===== src/rtl/tmu_edgestep.sv =====
// One Bresenham-stepped coordinate: 11-bit position plus its error accumulator.
module tmu_edgestep (
    input  logic        clk,
    input  logic        rst,
    input  logic        load,
    input  logic [10:0] load_val,
    input  logic        step,
    input  logic        clr_err,
    input  logic        positive,
    input  logic [10:0] q,
    input  logic [10:0] r,
    input  logic [10:0] divisor,
    output logic [10:0] coord
);

    logic [10:0] coord_q, coord_d;
    logic [10:0] err_q, err_d;
    logic [10:0] err_in;
    logic [11:0] e;
    logic [10:0] inc;

    always_comb begin
        coord_d = coord_q;
        err_d   = err_q;
        err_in  = clr_err ? 11'd0 : err_q;
        e       = {1'b0, err_in} + {1'b0, r};
        inc     = q;
        if (e >= {1'b0, divisor}) begin
            inc = q + 11'd1;
        end
        if (load) begin
            coord_d = load_val;
            err_d   = 11'd0;
        end else if (step) begin
            // e - divisor always fits in 11 bits, so the wrap is harmless
            err_d   = (e >= {1'b0, divisor}) ? (e[10:0] - divisor) : e[10:0];
            coord_d = positive ? (coord_q + inc) : (coord_q - inc);
        end
    end

    always_ff @(posedge clk) begin
        if (rst) begin
            coord_q <= 11'd0;
            err_q   <= 11'd0;
        end else begin
            coord_q <= coord_d;
            err_q   <= err_d;
        end
    end

    assign coord = coord_q;

endmodule


===== src/rtl/tmu_edgetrace.sv =====
// Scanline edge tracer: walks Y from A to C, emitting side-1/side-2 X/U/V per line.
module tmu_edgetrace (
    input  logic        sys_clk,
    input  logic        sys_rst,
    output logic        busy,
    input  logic        pipe_stb_i,
    output logic        pipe_ack_o,
    input  logic [10:0] A_S_X,
    input  logic [10:0] A_S_Y,
    input  logic [10:0] A_D_X,
    input  logic [10:0] A_D_Y,
    input  logic [10:0] B_D_Y,
    input  logic [10:0] C_D_Y,
    input  logic        dx1_positive,
    input  logic [10:0] dx1_q,
    input  logic [10:0] dx1_r,
    input  logic        du1_positive,
    input  logic [10:0] du1_q,
    input  logic [10:0] du1_r,
    input  logic        dv1_positive,
    input  logic [10:0] dv1_q,
    input  logic [10:0] dv1_r,
    input  logic        dx2_positive,
    input  logic [10:0] dx2_q,
    input  logic [10:0] dx2_r,
    input  logic        du2_positive,
    input  logic [10:0] du2_q,
    input  logic [10:0] du2_r,
    input  logic        dv2_positive,
    input  logic [10:0] dv2_q,
    input  logic [10:0] dv2_r,
    input  logic        dx3_positive,
    input  logic [10:0] dx3_q,
    input  logic [10:0] dx3_r,
    input  logic        du3_positive,
    input  logic [10:0] du3_q,
    input  logic [10:0] du3_r,
    input  logic        dv3_positive,
    input  logic [10:0] dv3_q,
    input  logic [10:0] dv3_r,
    input  logic [10:0] divisor1,
    input  logic [10:0] divisor2,
    input  logic [10:0] divisor3,
    output logic        pipe_stb_o,
    input  logic        pipe_ack_i,
    output logic [10:0] Y,
    output logic [10:0] X1,
    output logic [10:0] U1,
    output logic [10:0] V1,
    output logic [10:0] X2,
    output logic [10:0] U2,
    output logic [10:0] V2
);

    localparam logic IDLE = 1'b0;
    localparam logic EMIT = 1'b1;

    typedef struct packed {
        logic        pos;
        logic [10:0] q;
        logic [10:0] r;
    } axis_t;

    typedef struct packed {
        axis_t [2:0] ax;
        logic [10:0] div;
    } edge_t;

    logic        state_q, state_d;
    logic [10:0] y_q, y_d;
    logic [10:0] bdy_q, bdy_d;
    logic [10:0] cdy_q, cdy_d;
    edge_t       e1_q, e1_d, e2_q, e2_d, e3_q, e3_d;
    edge_t       in_e1, in_e2, in_e3, sel1;
    logic        load, step, clr1;
    logic [10:0] base [3];
    logic [10:0] ld1 [3];
    logic [10:0] ld2 [3];
    logic [10:0] c1 [3];
    logic [10:0] c2 [3];

    always_comb begin
        in_e1.ax[0] = '{dx1_positive, dx1_q, dx1_r};
        in_e1.ax[1] = '{du1_positive, du1_q, du1_r};
        in_e1.ax[2] = '{dv1_positive, dv1_q, dv1_r};
        in_e1.div   = divisor1;
        in_e2.ax[0] = '{dx2_positive, dx2_q, dx2_r};
        in_e2.ax[1] = '{du2_positive, du2_q, du2_r};
        in_e2.ax[2] = '{dv2_positive, dv2_q, dv2_r};
        in_e2.div   = divisor2;
        in_e3.ax[0] = '{dx3_positive, dx3_q, dx3_r};
        in_e3.ax[1] = '{du3_positive, du3_q, du3_r};
        in_e3.ax[2] = '{dv3_positive, dv3_q, dv3_r};
        in_e3.div   = divisor3;
    end

    // Flat top: a zero divisor passes dx through as remainder, landing side 1 on B
    always_comb begin
        base[0] = A_D_X;
        base[1] = A_S_X;
        base[2] = A_S_Y;
        for (int i = 0; i < 3; i++) begin
            ld2[i] = base[i];
            ld1[i] = base[i];
            if (divisor1 == 11'd0) begin
                ld1[i] = in_e1.ax[i].pos ? (base[i] + in_e1.ax[i].r)
                                         : (base[i] - in_e1.ax[i].r);
            end
        end
    end

    always_comb begin
        state_d = state_q;
        y_d     = y_q;
        bdy_d   = bdy_q;
        cdy_d   = cdy_q;
        e1_d    = e1_q;
        e2_d    = e2_q;
        e3_d    = e3_q;
        load    = 1'b0;
        step    = 1'b0;
        clr1    = 1'b0;
        unique case (state_q)
            IDLE: begin
                if (pipe_stb_i) begin
                    load    = 1'b1;
                    state_d = EMIT;
                    y_d     = A_D_Y;
                    bdy_d   = B_D_Y;
                    cdy_d   = C_D_Y;
                    e1_d    = in_e1;
                    e2_d    = in_e2;
                    e3_d    = in_e3;
                end
            end
            EMIT: begin
                if (pipe_ack_i) begin
                    if (y_q == cdy_q) begin
                        state_d = IDLE;
                    end else begin
                        step = 1'b1;
                        y_d  = y_q + 11'd1;
                        clr1 = (y_q == bdy_q);
                    end
                end
            end
            default: state_d = IDLE;
        endcase
    end

    always_comb begin
        sel1 = (y_q < bdy_q) ? e1_q : e3_q;
    end

    always_ff @(posedge sys_clk) begin
        if (sys_rst) begin
            state_q <= IDLE;
            y_q     <= 11'd0;
            bdy_q   <= 11'd0;
            cdy_q   <= 11'd0;
            e1_q    <= '0;
            e2_q    <= '0;
            e3_q    <= '0;
        end else begin
            state_q <= state_d;
            y_q     <= y_d;
            bdy_q   <= bdy_d;
            cdy_q   <= cdy_d;
            e1_q    <= e1_d;
            e2_q    <= e2_d;
            e3_q    <= e3_d;
        end
    end

    for (genvar i = 0; i < 3; i++) begin : g_ax
        tmu_edgestep u_side1 (
            .clk      (sys_clk),
            .rst      (sys_rst),
            .load     (load),
            .load_val (ld1[i]),
            .step     (step),
            .clr_err  (clr1),
            .positive (sel1.ax[i].pos),
            .q        (sel1.ax[i].q),
            .r        (sel1.ax[i].r),
            .divisor  (sel1.div),
            .coord    (c1[i])
        );
        tmu_edgestep u_side2 (
            .clk      (sys_clk),
            .rst      (sys_rst),
            .load     (load),
            .load_val (ld2[i]),
            .step     (step),
            .clr_err  (1'b0),
            .positive (e2_q.ax[i].pos),
            .q        (e2_q.ax[i].q),
            .r        (e2_q.ax[i].r),
            .divisor  (e2_q.div),
            .coord    (c2[i])
        );
    end

    assign busy       = (state_q != IDLE);
    assign pipe_stb_o = (state_q == EMIT);
    assign pipe_ack_o = (state_q == IDLE);
    assign Y          = y_q;
    assign X1         = c1[0];
    assign U1         = c1[1];
    assign V1         = c1[2];
    assign X2         = c2[0];
    assign U2         = c2[1];
    assign V2         = c2[2];

endmodule


===== config.mk =====
export PLATFORM = sky130hd
export DESIGN_NAME = tmu_edgetrace
export DESIGN_NICKNAME = d
export VERILOG_FILES = /design/src/rtl/tmu_edgestep.sv /design/src/rtl/tmu_edgetrace.sv
export SDC_FILE = /design/constraint.sdc
export NUM_CORES = 2
export LEC_CHECK = 0
export BUFFER_PORTS_ARGS = -buffer_cell sky130_fd_sc_hd__buf_2
export CORE_MARGIN = 3
export CORE_UTILIZATION = 60
export CTS_BUF_LIST = sky130_fd_sc_hd__clkbuf_4
export DETAILED_ROUTE_END_ITERATION = 8
export GPL_TIMING_DRIVEN = 0
export PLACE_DENSITY = 0.79
export SYNTH_ARGS = -nofsm -noshare
export SYNTH_HDL_FRONTEND = slang
export SYNTH_HIERARCHICAL = 1
export SYNTH_SLANG_ARGS = --single-unit

===== constraint.sdc =====
create_clock -name sys_clk -period 17.95 [get_ports sys_clk]
set_input_delay 1.795 -clock sys_clk [delete_from_list [all_inputs] [get_ports sys_clk]]
set_output_delay 1.795 -clock sys_clk [all_outputs]
set_load 0.05 [all_outputs]

* Yosys cells after proc, flatten, opt, wreduce, memory -nomap -nowiden
Cells that the tools add are included.
** Word-level totals
- Flip-flop bits (word level) :: 406
- Input port bits :: 310
- Output and inout bits :: 80
- Word-level logic and storage cells :: 155
** Cells by class
- Add/sub/neg operators :: 37
- Magnitude comparators :: 7
- Equality and inequality tests :: 5
- Multiplexer cells :: 54
- Bitwise gates (word level) :: 1
- Reductions and logical operators :: 5
** Operators with widths (number)
- two-way mux 11 bit :: 42
- subtractor 11 bit :: 15
- adder 11 bit :: 9
- two-way mux 80 bit :: 1
- adder 11 x 1 -> 11 bit, second input constant :: 7
- adder 11 x 11 -> 12 bit :: 6
- greater-or-equal comparator 12 x 11 -> 1 bit :: 6
- == test 11 bit :: 2
- case mux 11 bit (2 select lines) :: 1
- zero test 11 bit :: 1
- < comparator 11 bit :: 1
- two-way mux 1 bit :: 9
- != test 2 bit, second input constant :: 3
- AND reduction 3 bit :: 1
- case mux 1 bit (2 select lines) :: 1
- AND reduction 2 bit :: 1
- nonzero test 2 bit :: 1
- OR reduction 2 bit :: 1
- NOT 1 bit :: 1

* Longest topological paths before layout
- Depth after elaboration :: 12
- Gate-level depth with buffers :: 44
- Depth with buffers taken out :: 41

* Cells and area by module
The synthesis kept the hierarchy.
** By module, submodules not included
- tmu_edgetrace :: times used 1, cells an instance 1721, area an instance 13309.0 µm², seq. area each 5485.3 µm²
- tmu_edgestep at g_ax[0].u_side2 ... :: times used 4, cells an instance 393, area an instance 2971.6 µm², seq. area each 440.4 µm²
- tmu_edgestep at g_ax[1].u_side1 :: times used 1, cells an instance 385, area an instance 3020.4 µm², seq. area each 440.4 µm²
- tmu_edgestep at g_ax[0].u_side1 :: times used 1, cells an instance 390, area an instance 3012.9 µm², seq. area each 440.4 µm²

* Worst setup path after synthesis
OpenSTA, ideal clock, no wires.
- Path kind :: input to register
- From :: input pipe_ack_i
- To :: register g_ax[2].u_side1.coord_q[10]
- Library setup time :: 134 ps
- Arrival :: 8635 ps
- Required time :: 17816 ps
- Setup slack :: 9182 ps
- Stages :: 35
- Buffers on the path :: 4
- Path through :: nand2_1 nor3_1 clkbuf_1 nor2b_1 ha_1 fa_1 a21o_1 a21oi_1 o21bai_1 a21oi_1 o21bai_1 a21o_1 xor2_1 ha_1 nand2_1 o31ai_1 a221oi_2 nand2_2 clkbuf_1 clkbuf_1 clkbuf_1 xnor2_1 ha_1 nor2_1 a21oi_1 fa_1 a21o_1 a21oi_1 o211ai_1 a31o_2 a21oi_1 xnor2_1 xnor2_1 xnor2_1 o22ai_1
** Between the ends
- Longest elaborated chain between the ends :: 10
- Elaborated cells between the ends (all ways) :: 14
- Those cells by class :: add/sub (3); order compare (1); mux (9); reduce/logical (1)
** RTL lines
- from (decl) :: line tmu_edgetrace.sv:45 : input logic pipe_ack_i,
- two-way mux 1 bit (*) :: line tmu_edgetrace.sv:137 : if (pipe_ack_i) begin
- two-way mux 1 bit (*) :: line tmu_edgetrace.sv:123 : unique case (state_q)
- net clr1 :: line tmu_edgetrace.sv:75 : logic load, step, clr1;
- two-way mux 11 bit (*) :: line tmu_edgestep.sv:25 : err_in = clr_err ? 11'd0 : err_q;
- adder 11 x 11 -> 12 bit (*) :: line tmu_edgestep.sv:26 : e = {1'b0, err_in} + {1'b0, r};
- greater-or-equal comparator 12 x 11 -> 1 bit (*) :: line tmu_edgestep.sv:28 : if (e >= {1'b0, divisor}) begin
- two-way mux 11 bit (*) :: line tmu_edgestep.sv:28
- subtractor 11 bit / adder 11 bit (equally long branches) :: line tmu_edgestep.sv:37 : coord_d = positive ? (coord_q + inc) : (coord_q - inc);
- two-way mux 11 bit (*) :: line tmu_edgestep.sv:37
- two-way mux 11 bit (*) :: line tmu_edgestep.sv:34 : end else if (step) begin
- two-way mux 11 bit (*) :: line tmu_edgestep.sv:31 : if (load) begin
- to (signal assigned) :: line tmu_edgestep.sv:46 : coord_q <= coord_d;
- to (decl) :: line tmu_edgestep.sv:16 : logic [10:0] coord_q, coord_d;
Mark *: on every way through the listed nets, which the timed path passes. The rest lies on a longest branch. The select of a mux whose other input is x is not followed.
A chain may end at the register's enable or synchronous reset.

* Worst setup path in the final report
- From :: register y_q[9] (netlist: Y[9])
- To :: register g_ax[2].u_side1.coord_q[9]
** Between the ends
- Longest elaborated chain between the ends :: 12
- Elaborated cells between the ends (all ways) :: 21
- Those cells by class :: add/sub (4); order compare (2); eq/ne (2); mux (12); reduce/logical (1)
** RTL lines
- from (decl) :: line tmu_edgetrace.sv:70 : logic [10:0] y_q, y_d;
- from (signal assigned) :: line tmu_edgetrace.sv:166 : y_q <= y_d;
- == test 11 bit, on equally long branches :: line tmu_edgetrace.sv:143, tmu_edgetrace.sv:138
- two-way mux 1 bit (*) :: line tmu_edgetrace.sv:138 : if (y_q == cdy_q) begin
- two-way mux 1 bit (*) :: line tmu_edgetrace.sv:137
- two-way mux 1 bit (*) :: line tmu_edgetrace.sv:123
- net clr1 :: line tmu_edgetrace.sv:75
- two-way mux 11 bit (*) :: line tmu_edgestep.sv:25
- adder 11 x 11 -> 12 bit (*) :: line tmu_edgestep.sv:26
- greater-or-equal comparator 12 x 11 -> 1 bit (*) :: line tmu_edgestep.sv:28
- two-way mux 11 bit (*) :: line tmu_edgestep.sv:28
- subtractor 11 bit / adder 11 bit (equally long branches) :: line tmu_edgestep.sv:37
- two-way mux 11 bit (*) :: line tmu_edgestep.sv:37
- two-way mux 11 bit (*) :: line tmu_edgestep.sv:34
- two-way mux 11 bit (*) :: line tmu_edgestep.sv:31
Marked as above.

==> out/results.ini <==
[final_layout]
fin_nets = 5179
final_cell_mix = 695 x nand2_1, 537 x a21oi_1, 406 x dfxtp_1
syn2layout_area_growth_pct = 13.2
final_common_cell = nand2_1
drive_gt1_share_pct = 15.8
fin_area_mm2 = 0.0353

[run]
max_cap_violations = 0

[detailed_routing]
viasPerCell = 5.89
wire_per_inst_um = 18.8
drtAntennaViolNets = 0
drt_iter0_markers = 2347
drc = 0
routed_wl_um = 100000
vias = 31300
drt-pass1-iter-count = 6

[clock_tree]
hold_buffers = 0
clock_path_buffers = 3
cts_tree = yes
cts_buffers = 108
postCtsSetupBuffers = 0
cts_root_buf = clkbuf_4
cts_resized = 0
clkSlewWorstSetupHoldPaths_ps = 70
clk_latency_ps = 930
clkSinkCount = 406
htree_levels = 3

[synthesis]
synth_edf_count = 0
syn_area_mm2 = 0.0312
synth_cell_types = 95
syn_inst = 4068
ys.flop_type = dfxtp_1
ys_warn_count = 6
postSynthAreaPerCell_um2 = 7.68
ys_async_sr_fraction_pct = 0
yosysSeqAreaShare_pct = 26.0
yosysTopAreaCellShare_pct = 26.0
synth_seq_cells = 406
synth_area_leaders = dfxtp_1 26%, ha_1 11%, a21oi_1 8.6%
yosys.area.top_type = dfxtp_1

[sta]
slew_headroom_pct = 14.2
max_freq_ghz = 0.0996
worst_slew_pin_slew_ps = 1290
finClkSkew_ps = 61.7
finalHoldViolations = 0
finalSetupViolations = 0
fin_crit_ps = 10040
finalSetupTns_ps = 0
rsz0062_at_grt = false
maxSlewViolCount = 0
finalCritPeriodShare_pct = 55.9

[worst_setup_path]
worstPathArrival_ps = 10830
critPathSlowestCell = nor3_2
required_ps = 18740
max_stage_delay_ps = 830
reg2reg_slack_ps = 7910
worst-path-max-fanout = 10
endpoint_kind = flip-flop
path_class = reg -> reg
reg2regPathDepth = 38
cpMostUsedCell = a21o_1
cp-start-kind = flip-flop

[pwr]
switching_share_pct = 45.2
seqPwrFrac_pct = 23.8
p_int_uw = 2420
power_frac_comb_pct = 57.9
p_clk_share_pct = 18.3
powerDensity_mw_per_mm2 = 125
power_leakage_uw = 0.0157
ir_drop_mv = 0.0779
power.switching_uw = 1990

[global_routing]
grt_pass1_vias = 29000
grt_first_pass_wirelength_um = 153000
overflow = 0
track_usage_pct = 35.3
antenna_found_initial = 8
grt_max_degree = 25

[place]
gp_congestion = 0.983
portBuffers = 389
dpl-instance-area_mm2 = 0.0340
dp_hpwl_um = 78600

[min_path]
min_path_cells = 2
hp-class = reg -> reg

[floorplanning]
start_util_pct = 61.5
rows = 82
ioPinCount = 390
core_region_area_mm2 = 0.0508
die_h_um = 234
dieArea_mm2 = 0.0548
fp.dieW_um = 234

[status]
status = finished clean

-- registers in the layout, indices dropped and copies added (netlist names) --
| name | cells |
|---|---|
| e1_q | 80 |
| e2_q | 80 |
| e3_q | 80 |
| g_ax.u_side1/coord | 33 |
| g_ax.u_side1/err_q | 33 |
| g_ax.u_side2/coord | 33 |
| g_ax.u_side2/err_q | 33 |
| Y | 11 |
| bdy_q | 11 |
| cdy_q | 11 |
| busy | 1 |
-- power by group through the flow --
| stage | Sequential (µW) | Combinational [µW] | Clock, µW |
|---|---|---|---|
| floorplan | 1140 | 1870 | 0 |
| finish | 1050 | 2560 | 806 |
| global route | 1060 | 2800 | 867 |
| global placement | 1070 | 2460 | 0 |
| CTS | 1050 | 2520 | 822 |
| detailed placement | 1070 | 2500 | 0 |
-- critical path, delay by kind of cell (launching register included) --
| family | cells | cell delay, ps |
|---|---|---|
| DFF | 1 | 530 |
| buffers and inverters | 4 | 1740 |
| AOI/OAI and AO/OA | 18 | 3730 |
| adders and majority gates | 5 | 1640 |
| xor gates and xnor gates | 4 | 730 |
| and+or+nand+nor | 7 | 1510 |
-- logic make-up after synthesis --
| family | after synthesis | share of synthesized area, % |
|---|---|---|
| muxes | 172 | 5.87 |
| AOI/OAI and AO/OA | 1061 | 21.3 |
| buffers and inverters | 405 | 5.24 |
| adders and majority gates | 297 | 12.4 |
| and+or+nand+nor | 1408 | 20.2 |
| DFF | 406 | 26.0 |
| xor gates and xnor gates | 318 | 8.92 |
| other | 1 | 0.0120 |
-- layout make-up --
class                      count  area, µm²
timing repair buffer         389       1950
tap                          672        841
fill                        4488      15400
sequential                   406       8130
clock inverter                30        174
multi-input combinational   3262      21500
antenna                        7       17.5
clock buffer                 148       1110
inverter                     192        721
buffer                       213        915
-- per-stage QoR --
step	power (µW)	std cells	hold WS, ps	setup slack [ps]	util (%)
after floorplan	3010	4073	432	9180	-
after global placement	3530	5134	438	7000	67.0
after detailed placement	3570	5134	443	7460	67.0
after CTS	4390	5312	452	8070	69.6
after global routing	4720	5317	465	7120	69.6
final	4410	5319	453	7910	69.6
-- per-layer routing --
| layer | share of wire [%] | global-route usage, % |
|---|---|---|
| met3 | 8.4 | 6.32 |
| met2 | 45 | 55.9 |
| met5 | 0.013 | 0 |
| met1 | 42 | 46.4 |
| met4 | 5.1 | 17.4 |
-- cells in the mapped netlist (30+ instances only) --
library cell,n
a211oi_1,52
a21o_1,71
a21oi_1,537
a31oi_1,30
and3_1,32
clkbuf_1,177
dfxtp_1,406
ha_1,276
inv_1,192
mux2_2,78
mux2i_1,86
nand2_1,695
nand3_1,73
nand4_1,55
nor2_1,281
nor2b_1,96
nor3_1,57
o211ai_1,32
o21ai_0,126
xnor2_1,201
xor2_1,117
-- worst paths after layout --
kind	start	to
setup / recovery	Y[9]	g_ax[2].u_side1/coord[9]
setup reg to reg	Y[9]	g_ax[2].u_side1/coord[9]
hold reg to reg	bdy_q[6]	bdy_q[6]
hold / removal	bdy_q[6]	bdy_q[6]
Power figures use the tool's default switching activity.
